### config.mk
export PLATFORM = sky130hd
export DESIGN_NAME = seg_scan_controller
export DESIGN_NICKNAME = d
export VERILOG_FILES = /design/src/rtl/seg_pkg.sv /design/src/rtl/slot_timer.sv /design/src/rtl/seg_scan_controller.sv
export SDC_FILE = /design/constraint.sdc
export NUM_CORES = 1
export LEC_CHECK = 0
export BUFFER_PORTS_ARGS = -buffer_cell sky130_fd_sc_hd__clkbuf_2
export CORE_UTILIZATION = 58
export DETAILED_ROUTE_END_ITERATION = 12
export GPL_TIMING_DRIVEN = 0
export PLACE_DENSITY = 0.81
export SYNTH_ARGS = -nofsm -noshare
export SYNTH_HDL_FRONTEND = slang
export SYNTH_HIERARCHICAL = 1
export SYNTH_SLANG_ARGS = --single-unit
### constraint.sdc
create_clock -name clk -period 3 [get_ports clk]
set_input_delay 0.45 -clock clk [delete_from_list [all_inputs] [get_ports clk]]
set_output_delay 0.45 -clock clk [all_outputs]
set_load 0.01 [all_outputs]
### src/rtl/seg_pkg.sv
// Shared constants and state encoding for the 7-segment scan controller.
package seg_pkg;

  localparam logic [3:0] CODE_OFF    = 4'd0;
  localparam logic [3:0] CODE_STABLE = 4'd10;
  localparam logic [3:0] CODE_UP     = 4'd11;
  localparam logic [3:0] CODE_DOWN   = 4'd12;

  localparam int NUM_DIGITS = 4;

  typedef enum logic [1:0] {
    ST_IDLE  = 2'd0,
    ST_BLANK = 2'd1,
    ST_DRIVE = 2'd2
  } state_e;

  // Picks one 4-bit display code out of the packed four-digit word.
  function automatic logic [3:0] digit_code(input logic [15:0] codes,
                                            input logic [1:0]  idx);
    return codes[{idx, 2'b00} +: 4];
  endfunction

endpackage

### src/rtl/slot_timer.sv
// Loadable down-counter timing one BLANK or DRIVE interval.
// done_o is high on the last cycle of the loaded interval only.
module slot_timer
  import seg_pkg::*;
#(
  parameter int W = 4
) (
  input  logic         clk,
  input  logic         rst_n,
  input  logic         clear_i,
  input  logic         load_i,
  input  logic [W-1:0] load_val_i,
  output logic         done_o
);

  logic [W-1:0] count_q;
  logic         run_q;

  always_ff @(posedge clk) begin
    if (!rst_n || clear_i) begin
      count_q <= '0;
      run_q   <= 1'b0;
    end else if (load_i) begin
      count_q <= load_val_i;
      run_q   <= 1'b1;
    end else if (run_q) begin
      if (count_q == '0) run_q <= 1'b0;
      else               count_q <= count_q - 1'b1;
    end
  end

  assign done_o = run_q && (count_q == '0);

endmodule

### src/rtl/seg_scan_controller.sv
// Scans four double-buffered display codes onto a common-anode 7-segment
// display, with a blanking gap ahead of every digit to suppress ghosting.
module seg_scan_controller
  import seg_pkg::*;
#(
  parameter int DRIVE_CYCLES = 100000,
  parameter int BLANK_CYCLES = 1000
) (
  input  logic        clk,
  input  logic        rst_n,
  input  logic        enable,
  input  logic        load,
  input  logic [15:0] digits_in,
  input  logic [3:0]  digit_en,
  output logic [3:0]  code_out,
  output logic [3:0]  anode_n,
  output logic        frame_start,
  output logic        pending
);

  localparam int MAX_CYC = (DRIVE_CYCLES > BLANK_CYCLES) ? DRIVE_CYCLES : BLANK_CYCLES;
  localparam int TW      = $clog2(MAX_CYC + 1);
  localparam logic [TW-1:0] BLANK_LD = TW'(BLANK_CYCLES - 1);
  localparam logic [TW-1:0] DRIVE_LD = TW'(DRIVE_CYCLES - 1);

  state_e      state_q, state_d;
  logic [1:0]  idx_q, idx_d;
  logic [15:0] staging_q, active_q;
  logic        pending_q, frame_start_q;
  logic [3:0]  code_q, anode_q;

  logic          tmr_load, tmr_clear, tmr_done, boundary;
  logic [TW-1:0] tmr_val;

  slot_timer #(.W(TW)) u_timer (
    .clk        (clk),
    .rst_n      (rst_n),
    .clear_i    (tmr_clear),
    .load_i     (tmr_load),
    .load_val_i (tmr_val),
    .done_o     (tmr_done)
  );

  always_comb begin
    state_d   = state_q;
    idx_d     = idx_q;
    tmr_load  = 1'b0;
    tmr_clear = 1'b0;
    tmr_val   = BLANK_LD;
    if (!enable) begin
      state_d   = ST_IDLE;
      idx_d     = 2'd0;
      tmr_clear = 1'b1;
    end else begin
      case (state_q)
        ST_IDLE: begin
          state_d  = ST_BLANK;
          idx_d    = 2'd0;
          tmr_load = 1'b1;
        end
        ST_BLANK: begin
          if (tmr_done) begin
            state_d  = ST_DRIVE;
            tmr_load = 1'b1;
            tmr_val  = DRIVE_LD;
          end
        end
        ST_DRIVE: begin
          if (tmr_done) begin
            state_d  = ST_BLANK;
            idx_d    = idx_q + 2'd1;
            tmr_load = 1'b1;
          end
        end
        default: begin
          state_d = ST_IDLE;
          idx_d   = 2'd0;
        end
      endcase
    end
    // Frame boundary: entering BLANK of digit 0 from anywhere else.
    boundary = (state_d == ST_BLANK) && (state_q != ST_BLANK) && (idx_d == 2'd0);
  end

  always_ff @(posedge clk) begin
    if (!rst_n) begin
      state_q       <= ST_IDLE;
      idx_q         <= 2'd0;
      staging_q     <= 16'h0000;
      active_q      <= 16'h0000;
      pending_q     <= 1'b0;
      frame_start_q <= 1'b0;
      code_q        <= CODE_OFF;
      anode_q       <= 4'b1111;
    end else begin
      state_q       <= state_d;
      idx_q         <= idx_d;
      frame_start_q <= boundary;
      if (load) staging_q <= digits_in;
      // A load on the boundary cycle re-arms pending for the following frame.
      pending_q <= load | (pending_q & ~boundary);
      if (boundary && pending_q) active_q <= staging_q;
      case (state_d)
        ST_BLANK: begin
          anode_q <= 4'b1111;
          code_q  <= (boundary && pending_q) ? staging_q[3:0] : digit_code(active_q, idx_d);
        end
        ST_DRIVE: anode_q <= ~(4'(digit_en[idx_d]) << idx_d);
        default: begin
          anode_q <= 4'b1111;
          code_q  <= CODE_OFF;
        end
      endcase
    end
  end

  assign code_out    = code_q;
  assign anode_n     = anode_q;
  assign frame_start = frame_start_q;
  assign pending     = pending_q;

endmodule

# Word level (Yosys, flattened, before mapping)
# Cells that the tools add are included.
# totals
latch_bits	0
inputBits	24
out_inout_bits	10
ff_bits	64
mem_bits_ro	0
mem_bits_rw	0
wordCells	62
n_memories	0
# classes
n_mul	0
n_mux	24
reduce_logical	13
bitwise	4
shift	2
eq_ne	6
order_cmp	1
n_addsub	2
div	0
# ops
op	count
2-to-1 mux 17 bit	6
logical NOT 17 bit	1
subtractor 17 x 1 -> 17 bit, second input constant	1
indexed part select 16 x 5 -> 4 bit	1
2-to-1 mux 2 bit	5
one-hot mux 4 bit (2 select lines)	1
2-to-1 mux 1 bit	7
one-hot mux 2 bit (3 select lines)	1
== test 2 x 1 -> 1 bit, second input constant	2
== test 2 bit, second input constant	2
logical AND 1 bit	4
logical NOT 2 bit	2
2-to-1 mux 4 bit	1
inverter 4 bit	1
one-hot mux 2 bit (2 select lines)	1
AND reduction 2 bit	2
left shift 1 x 2 -> 4 bit	1
less-than comparator 2 x 3 -> 1 bit, second input constant	1
adder 2 x 1 -> 2 bit, second input constant	1
binary-select mux 1 bit (select 2 bit)	1
inequality test 2 x 1 -> 1 bit, second input constant	1
inequality test 2 bit, second input constant	1
one-hot mux 1 bit (2 select lines)	1
nonzero test 2 bit	1
6 further kinds	6

# Longest topological paths before layout
# Gate-level depths: netlist of run 1.
# logic_depth
depth_word	11
ltp_mapped	13
ltp_nobuf	10

# Hierarchy
# Netlist of run 1, hierarchy kept.
# by_module_without_submodules
module	seq_area_each_um2	cells_each	instances	area_per_inst_um2
seg_scan_controller	920.9	209	1	1999.4
slot_timer	360.3	125	1	1062.3

# Least setup slack after synthesis of run 1
# OpenSTA, ideal clock, no wires.
# synth_timing
path_kind	reg-to-reg
from	register u_timer.count_q[0]
to	register active_q[10]
stages_incl_launch_ff	14
path_buffers	3
slack_ns	0.291
arrival_ns	2.582
path_cell_list	dfxtp_1 > inv_1 > ha_1 > nor4b_1 > nand3_1 > nor3_1 > buf_6 > and2b_1 > o221ai_1 > and4_1 > buf_6 > buf_12 > mux2i_1 > nor2_1
# synth_between
elab_chain_len	9
elab_cells_between_ends	14
# synth_rtl
item	line	text
start: declaration	slot_timer.sv:16	logic [W-1:0] count_q;
start signal: assignment	slot_timer.sv:24	count_q <= load_val_i;
start signal: assignment	slot_timer.sv:28	else count_q <= count_q - 1'b1;
logical NOT 17 bit *	slot_timer.sv:32	assign done_o = run_q && (count_q == '0);
logical AND 1 bit *	slot_timer.sv:32	
named net tmr_done	seg_scan_controller.sv:32	logic tmr_load, tmr_clear, tmr_done, boundary;
2-to-1 mux 2 bit (on tied branches)	seg_scan_controller.sv:69, seg_scan_controller.sv:62	
one-hot mux 2 bit (3 select lines)	seg_scan_controller.sv:55	case (state_q)
2-to-1 mux 2 bit	seg_scan_controller.sv:50	if (!enable) begin
== test 2 x 1 -> 1 bit	seg_scan_controller.sv:82	boundary = (state_d == ST_BLANK) && (state_q != ST_BLANK) && (idx_d == 2'd0);
logical AND 1 bit	seg_scan_controller.sv:82	
logical AND 1 bit *	seg_scan_controller.sv:82	
logical AND 1 bit *	seg_scan_controller.sv:102	if (boundary && pending_q) active_q <= staging_q;
end signal: assignment	seg_scan_controller.sv:102	
end: declaration	seg_scan_controller.sv:28	logic [15:0] staging_q, active_q;
# Mark *: on every way through the listed nets, which the timed path passes. The rest lies on a longest branch.
# A chain may end at the register's enable or synchronous reset.

# Worst setup path after layout of run 1
# layout_timing
from	register u_timer.count_q[12]
to	register active_q[10]
# Same word-level chain as after synthesis.

==> results of run 1 <==
-- cell type report --
cell class / count / area, µm² / area share (%)
Multi-Input combinational cell: 244 / 1690 / 46.96
Sequential cell: 64 / 1281 / 35.59
Timing Repair Buffer: 33 / 167.7 / 4.658
Clock buffer: 10 / 137.6 / 3.823
Buffer: 19 / 113.9 / 3.163
Tap cell: 70 / 87.58 / 2.433
Clock inverter: 6 / 68.82 / 1.912
Inverter: 14 / 52.55 / 1.460
-- state kept, by name (all words and copies together), names as in the netlist --
signal,cells
staging_q,16
anode_n,4
state_q,2
u_timer/run_q,1
code_out,4
u_timer/count_q,17
active_q,16
frame_start,1
pending,1
idx_q,2
-- layout by cell type (no fill, tap or decap), types with 4 or more instances in the layout --
| cell type | count |
|---|---|
| sky130_fd_sc_hd__inv_1 | 13 |
| sky130_fd_sc_hd__a32oi_1 | 4 |
| sky130_fd_sc_hd__o21ai_0 | 20 |
| sky130_fd_sc_hd__ha_1 | 6 |
| sky130_fd_sc_hd__o31ai_1 | 5 |
| sky130_fd_sc_hd__nor3_1 | 7 |
| sky130_fd_sc_hd__nand2_1 | 9 |
| sky130_fd_sc_hd__o21ai_1 | 4 |
| sky130_fd_sc_hd__a21oi_1 | 5 |
| sky130_fd_sc_hd__a2111oi_0 | 4 |
| sky130_fd_sc_hd__clkbuf_2 | 32 |
| sky130_fd_sc_hd__or4_1 | 6 |
| sky130_fd_sc_hd__dfxtp_1 | 64 |
| sky130_fd_sc_hd__nor2_1 | 46 |
| sky130_fd_sc_hd__clkbuf_8 | 10 |
| sky130_fd_sc_hd__a211oi_1 | 5 |
| sky130_fd_sc_hd__nand3_1 | 9 |
| sky130_fd_sc_hd__a31oi_1 | 9 |
| sky130_fd_sc_hd__conb_1 | 9 |
| sky130_fd_sc_hd__nor4_1 | 4 |
| sky130_fd_sc_hd__a31o_2 | 4 |
| sky130_fd_sc_hd__nand2b_1 | 4 |
| sky130_fd_sc_hd__nand4_1 | 7 |
| sky130_fd_sc_hd__clkbuf_1 | 10 |
| sky130_fd_sc_hd__mux2i_1 | 32 |
-- where the power goes --
part | leakage, nW | internal (mW) | switching [mW]
registers | 0.522 | 0.879 | 0.0278
clock network | 0.102 | 0.409 | 0.355
logic | 0.827 | 0.0887 | 0.122
-- cells in the mapped netlist, types with 2 or more instances --
| cell type | n |
|---|---|
| sky130_fd_sc_hd__or4_2 | 2 |
| sky130_fd_sc_hd__nor4b_1 | 2 |
| sky130_fd_sc_hd__a31oi_1 | 9 |
| sky130_fd_sc_hd__or4b_2 | 2 |
| sky130_fd_sc_hd__dfxtp_1 | 64 |
| sky130_fd_sc_hd__o311a_1 | 2 |
| sky130_fd_sc_hd__a21oi_1 | 5 |
| sky130_fd_sc_hd__mux2i_1 | 33 |
| sky130_fd_sc_hd__a32oi_1 | 4 |
| sky130_fd_sc_hd__xor2_1 | 2 |
| sky130_fd_sc_hd__nand2b_1 | 4 |
| sky130_fd_sc_hd__and2_1 | 4 |
| sky130_fd_sc_hd__o21ai_0 | 20 |
| sky130_fd_sc_hd__nor3_1 | 8 |
| sky130_fd_sc_hd__nand3_1 | 9 |
| sky130_fd_sc_hd__or3_1 | 3 |
| sky130_fd_sc_hd__buf_2 | 3 |
| sky130_fd_sc_hd__a2111oi_0 | 4 |
| sky130_fd_sc_hd__conb_1 | 2 |
| sky130_fd_sc_hd__buf_1 | 2 |
| sky130_fd_sc_hd__nor2_1 | 46 |
| sky130_fd_sc_hd__inv_1 | 13 |
| sky130_fd_sc_hd__ha_1 | 6 |
| sky130_fd_sc_hd__buf_6 | 3 |
| sky130_fd_sc_hd__or4_1 | 6 |
| sky130_fd_sc_hd__nand4_1 | 7 |
| sky130_fd_sc_hd__o21ai_1 | 4 |
| sky130_fd_sc_hd__clkbuf_1 | 10 |
| sky130_fd_sc_hd__nor2b_1 | 3 |
| sky130_fd_sc_hd__nand2_1 | 9 |
| sky130_fd_sc_hd__a31o_2 | 4 |
| sky130_fd_sc_hd__o31ai_1 | 5 |
| sky130_fd_sc_hd__nor4_1 | 4 |
| sky130_fd_sc_hd__a211oi_1 | 5 |
-- worst max path at each step --
stage	startpoint	to	slack (ns)
5_1_grt	u_timer/count_q[0]	code_out[0]	-0.003
2_1_floorplan	u_timer/count_q[0]	active_q[10]	0.29
3_3_place_gp	u_timer/count_q[0]	active_q[13]	-0.14
6_report	u_timer/count_q[12]	active_q[10]	0.14
4_1_cts	u_timer/count_q[12]	active_q[10]	0.04
3_5_place_dp	u_timer/count_q[0]	active_q[10]	-0.29
-- worst reg2reg max path: cells and delay by family (launching register included) --
family | cells | cell delay (ns)
and+or+nand+nor | 5 | 1.24
AOI/OAI and AO/OA | 1 | 0.21
buffers and inverters | 4 | 0.71
muxes | 1 | 0.21
DFF | 1 | 0.36
-- metrics by stage --
step	power, mW	setup TNS (ns)
finish	1.881	0
global route	1.947	-0.005030
CTS	1.878	0
detailed placement	1.125	-4.136
global placement	1.119	-1.325
floorplan	1.067	0
-- what timing repair did --
| item | in CTS | in global routing |
|---|---|---|
| gates cloned | 0 | 0 |
| buffers inserted | 1 | 0 |
| setup endpoints to repair | 31 | 27 |
| pin swaps | 1 | 0 |
| resized for setup | 3 | 6 |
-- metal layers --
metal  GRT usage (%)  routed length (µm)
met2           46.65                3497
met5               0                   0
met1           31.61                3040
met3           5.622                 275
met4           14.05                 114
-- cells by family (layout without fill, tap and decap cells) --
group	count (synthesis)	in the layout	share of synthesized area (%)
adder cells (fa/ha/maj)	6	6	2.452
AO/OA/AOI/OAI	75	75	17.94
XOR/XNOR	3	3	0.8584
other	2	9	0.2453
AND/OR/NAND/NOR	118	118	20.43
flip-flops	64	64	41.85
buffers and inverters	33	82	5.435
multiplexers	33	33	10.79
==> results.toml, run 1 <==
[logic_synthesis]
ys_ff_latch = 64
synth.top_cell.area_share_pct = 41.85
synth.distinct_cells = 59
yosys_warnings = 6
mappedNetlistArea_um2 = 3062
seq_area_frac_synth_pct = 41.85
synth_top_flop_cell = "sky130_fd_sc_hd__dfxtp_1"
synthDominantAreaCellType = "sky130_fd_sc_hd__dfxtp_1"
synth_area_leaders = "sky130_fd_sc_hd__dfxtp_1, sky130_fd_sc_hd__mux2i_1, sky130_fd_sc_hd__nor2_1, sky130_fd_sc_hd__o21ai_0, sky130_fd_sc_hd__ha_1"
synth_async_sr_flop_share_pct = 0
synthCells = 334
syn-mean-instance-area_um2 = 9.167
edff_count_synth = 0

[timing]
maxSlewHeadroom_pct = 41.32
fmaxAchievable_mhz = 349.6
setup_violations = 0
finalWorstPathRequiredPeriod_ns = 2.860
setup_ws_ns = 0.1395
skew_ns = 0.01039
finalHoldWorstSlack_ns = 0.2654
hold_violations = 0
period_share_pct = 95.35
final_max_slew_viol_count = 0
worst_slew_pin_slew_ns = 0.8734

[drt]
wl_mm = 6.928
drt_antenna_net_count = 0
route.detailed.wl_per_inst_um = 15.06
route.detailed.vias_per_inst = 5.791
via_count = 2664
drt_first_iter_violations = 169
detail_route.first_pass.iterations = 5
remaining_drc_errors = 0

[clocking]
cts_tree = "done"
cts_htree_levels = 3
ctsHoldBuffers = 0
ctsLongestPathBuffers = 2
clock_insertion_delay_worst_skew_ns = 0.35
cts.root.buffer_cell = "sky130_fd_sc_hd__clkbuf_8"
clk_transition_reported_paths_ns = 0.07
numCtsBuffers = 9
numClockSinks = 64

[worst_setup_path]
regToRegStartpoint = "u_timer/count_q[12]"
r2r_end = "active_q[10]"
critical_path_depth = 11
critical_path.max_stage_delay_ns = 0.51
endpoint_kind = "flip-flop"
worstSetupPathType = "reg2reg"
worstPathCellList = "or4_1 > buf_2 > nor3_2 > buf_6 > and2b_1 > o221ai_4 > and4_1 > buf_6 > buf_12 > mux2i_1 > nor2_1"
worst_ep_required_time_ns = 3.22
buf_inv_on_cp = 4
cp-start-kind = "flip-flop"
regToRegSetupSlack_ns = 0.14
worstRegToRegCells = 11
timing.critical_path.max_delay_family = "simple AND/OR/NAND/NOR gates"
critical_path_fanout_max = 10
crit_top_cell = "sky130_fd_sc_hd__buf_6"
arrival_ns = 3.08
critical_path.slowest_cell = "sky130_fd_sc_hd__or4_1"

[cells_and_area]
areaGrowthSynthToFinish_pct = 17.57
post_layout_nonfiller_instances = 460
final_net_count = 415
insertedDiodeCount = 0
finish.instance_area_um2 = 3600
drive_gt1_share_pct = 20.00
fin_util_pct = 70.48
fillers = 416

[worst_hold_path]
hp-start = "digit_en[0]"
min_delay_path_depth = 2
min_path_type = "in2reg"
hold-path-endpoint = "anode_n[0]"

[pwr]
cellPowerDensity_nw_per_um2 = 522.6
p_leak_nw = 1.452
max-vdd-ir-drop_mv = 0.3925

[placed_design]
placed_cell_area_um2 = 3336
dpl.cell_count = 443
routabilityCongestion = 0.8492
detailed_place_hpwl_mm = 4.911
place_ws_ns = -0.2926
place.port_buffers = 32

[die]
die_width_um = 74.66
floorplan_die_height_um = 74.66
rows = 26
placeableCoreArea_um2 = 5107
starting_density_of_the_core_pct = 59.95
total_die_area_um2 = 5573
floorplan.io_pins = 34

[job]
max_cap_violations = 0

[global_routing]
antenna_found_initial = 0
first_pass_grt_wire_length_mm = 11.23
grt_start_max_net_pins = 13
groute.usage.overall_pct = 27.01
grt-ovfl-total = 0
via_count_of_the_first_global_routing_pass = 2495

[status]
run_status = "finished clean"
Power figures use the tool's default switching activity.
==> run 2, diff against run 1 <==
CORE_UTILIZATION = 40   (was 58)
PLACE_DENSITY = 0.6   (was 0.81)
==> run 2 against run 1 <==
Global-route usage decreased by 7.8 points. Critical endpoint is now anode_n[1]. Routed wire length increased by 2.2%. Clock power about the same. Critical path type unchanged. Fmax increased by 1.9%. Setup slack improved by 0.055 ns. Sequential power about the same. Largest cell class unchanged.
==> results.toml, run 2 (synthesized netlist as in run 1, its figures left out) <==
[status]
run_status = "finished clean"

[worst_setup_path]
cp-start-kind = "flip-flop"
r2r_end = "anode_n[1]"
critical_path_fanout_max = 9
critical_path.slowest_cell = "sky130_fd_sc_hd__nor3_1"
worstSetupPathType = "reg2reg"
worstRegToRegCells = 8
worstPathCellList = "or4_1 > buf_2 > nor3_4 > buf_6 > mux2i_1 > and2_2 > nor3_1 > nand4_1"
critical_path.max_stage_delay_ns = 0.73
buf_inv_on_cp = 2
regToRegStartpoint = "u_timer/count_q[12]"
endpoint_kind = "flip-flop"
regToRegSetupSlack_ns = 0.19
arrival_ns = 2.99
critical_path_depth = 8
timing.critical_path.max_delay_family = "simple AND/OR/NAND/NOR gates"
worst_ep_required_time_ns = 3.19

[cells_and_area]
drive_gt1_share_pct = 20.66
mostFrequentLayoutCell = "sky130_fd_sc_hd__dfxtp_1"
max_flop_register = "u_timer/count_q"
biggest_regs = "u_timer/count_q: 17 flops, active_q: 16 flops, staging_q: 16 flops"
largest_register_ff_count = 17
layout_common_cells = "sky130_fd_sc_hd__dfxtp_1, sky130_fd_sc_hd__nor2_1, sky130_fd_sc_hd__mux2i_1"
areaGrowthSynthToFinish_pct = 19.57
fillers = 675
insertedDiodeCount = 0
final_net_count = 417

[global_routing]
grt_start_max_net_pins = 14
groute.usage.overall_pct = 19.19
via_count_of_the_first_global_routing_pass = 2314
antenna_found_initial = 0
grt-ovfl-total = 0
first_pass_grt_wire_length_mm = 11.55

[placed_design]
place.port_buffers = 32
routabilityCongestion = 0.8185
detailed_place_hpwl_mm = 5.096

[die]
placeableCoreArea_um2 = 7331
starting_density_of_the_core_pct = 41.76
rows = 31
floorplan_die_height_um = 89.49
die_width_um = 89.49
floorplan.io_pins = 34
total_die_area_um2 = 8008

[worst_hold_path]
hp-start = "digit_en[3]"
hold-path-endpoint = "anode_n[3]"
min_path_type = "in2reg"
min_delay_path_depth = 2

[clocking]
cts_tree = "done"
clk_transition_reported_paths_ns = 0.08
clock_insertion_delay_worst_skew_ns = 0.35
cts_htree_levels = 3
numClockSinks = 64
numCtsBuffers = 9
cts.root.buffer_cell = "sky130_fd_sc_hd__clkbuf_8"
ctsLongestPathBuffers = 2
ctsHoldBuffers = 0

[drt]
via_count = 2644
route.detailed.vias_per_inst = 5.385
remaining_drc_errors = 0
route.detailed.wl_per_inst_um = 14.42
wl_mm = 7.080
drt_antenna_net_count = 0
detail_route.first_pass.iterations = 4
drt_first_iter_violations = 152

[job]
max_cap_violations = 0

[timing]
period_share_pct = 93.53
setup_tns_ns = 0
setup_violations = 0
skew_ns = 0.01582
fmaxAchievable_mhz = 356.4
finalWorstPathRequiredPeriod_ns = 2.806
maxSlewHeadroom_pct = 36.37
final_max_slew_viol_count = 0
hold_violations = 0
worst_slew_pin_slew_ns = 0.9471

[pwr]
max-vdd-ir-drop_mv = 0.2863
p_leak_nw = 1.452
total_power_mw = 1.881
cellPowerDensity_nw_per_um2 = 513.8
-- run 2: timing repair --
action	in CTS	in global routing
resized for setup	4	7
pin swaps	0	2
gates cloned	0	0
setup endpoints to repair	33	38
setup buffers	0	3
-- run 2: final cells by class --
class | instances | area [µm²] | share of cell area (%)
Clock buffer | 9 | 123.9 | 3.383
Clock inverter | 7 | 77.57 | 2.119
Timing Repair Buffer | 35 | 182.7 | 4.990
Buffer | 19 | 113.9 | 3.110
Inverter | 14 | 52.55 | 1.435
Tap cell | 99 | 123.9 | 3.383
Multi-Input combinational cell | 244 | 1705 | 46.58
Sequential cell | 64 | 1281 | 35.00
-- run 2: power breakdown --
part	internal [mW]	switching [mW]	leakage [nW]
Combinational	0.0895	0.124	0.829
Clock	0.392	0.368	0.101
Sequential	0.879	0.0278	0.522
Total	1.36	0.520	1.45
-- run 2: worst max-delay path by stage --
stage	from	endpoint	slack, ns
floorplan	u_timer/count_q[0]	active_q[10]	0.29
global placement	u_timer/count_q[0]	active_q[13]	-0.21
detailed placement	u_timer/count_q[0]	active_q[15]	-0.30
CTS	u_timer/count_q[5]	active_q[12]	0.01
global route	u_timer/count_q[12]	active_q[10]	-0.0002
finish	u_timer/count_q[12]	anode_n[1]	0.19
-- run 2: per-layer routing --
metal  global-route usage, %  up-vias  share of wire, %
met1                   26.99     1259                52
met2                   28.52       47                44
li1                        -     1331                 -
met3                   5.540        7               3.6
met5                       0        -                 0
met4                   5.483        0               1.0
-- run 2: worst reg2reg max path, stage by stage (launching register included) --
cell	delay, ns
sky130_fd_sc_hd__dfxtp_1	0.36
sky130_fd_sc_hd__or4_1	0.51
sky130_fd_sc_hd__buf_2	0.20
sky130_fd_sc_hd__nor3_4	0.18
sky130_fd_sc_hd__buf_6	0.17
sky130_fd_sc_hd__mux2i_1	0.09
sky130_fd_sc_hd__and2_2	0.24
sky130_fd_sc_hd__nor3_1	0.73
sky130_fd_sc_hd__nand4_1	0.17
-- run 2: through the flow --
| step | hold WS [ns] | util (%) | setup slack [ns] | instances | instance area, µm² |
|---|---|---|---|---|---|
| finish | 0.2699 | 49.94 | 0.1941 | 491 | 3661 |
| global placement | 0.4629 | 46.00 | -0.2080 | 472 | 3372 |
| floorplan | 0.4535 | - | 0.2905 | 341 | 3088 |
| detailed placement | 0.4710 | 46.00 | -0.3038 | 472 | 3372 |
| CTS | 0.2601 | 49.07 | 0.01442 | 488 | 3597 |
| global route | 0.2577 | 49.94 | -0.0002163 | 491 | 3661 |
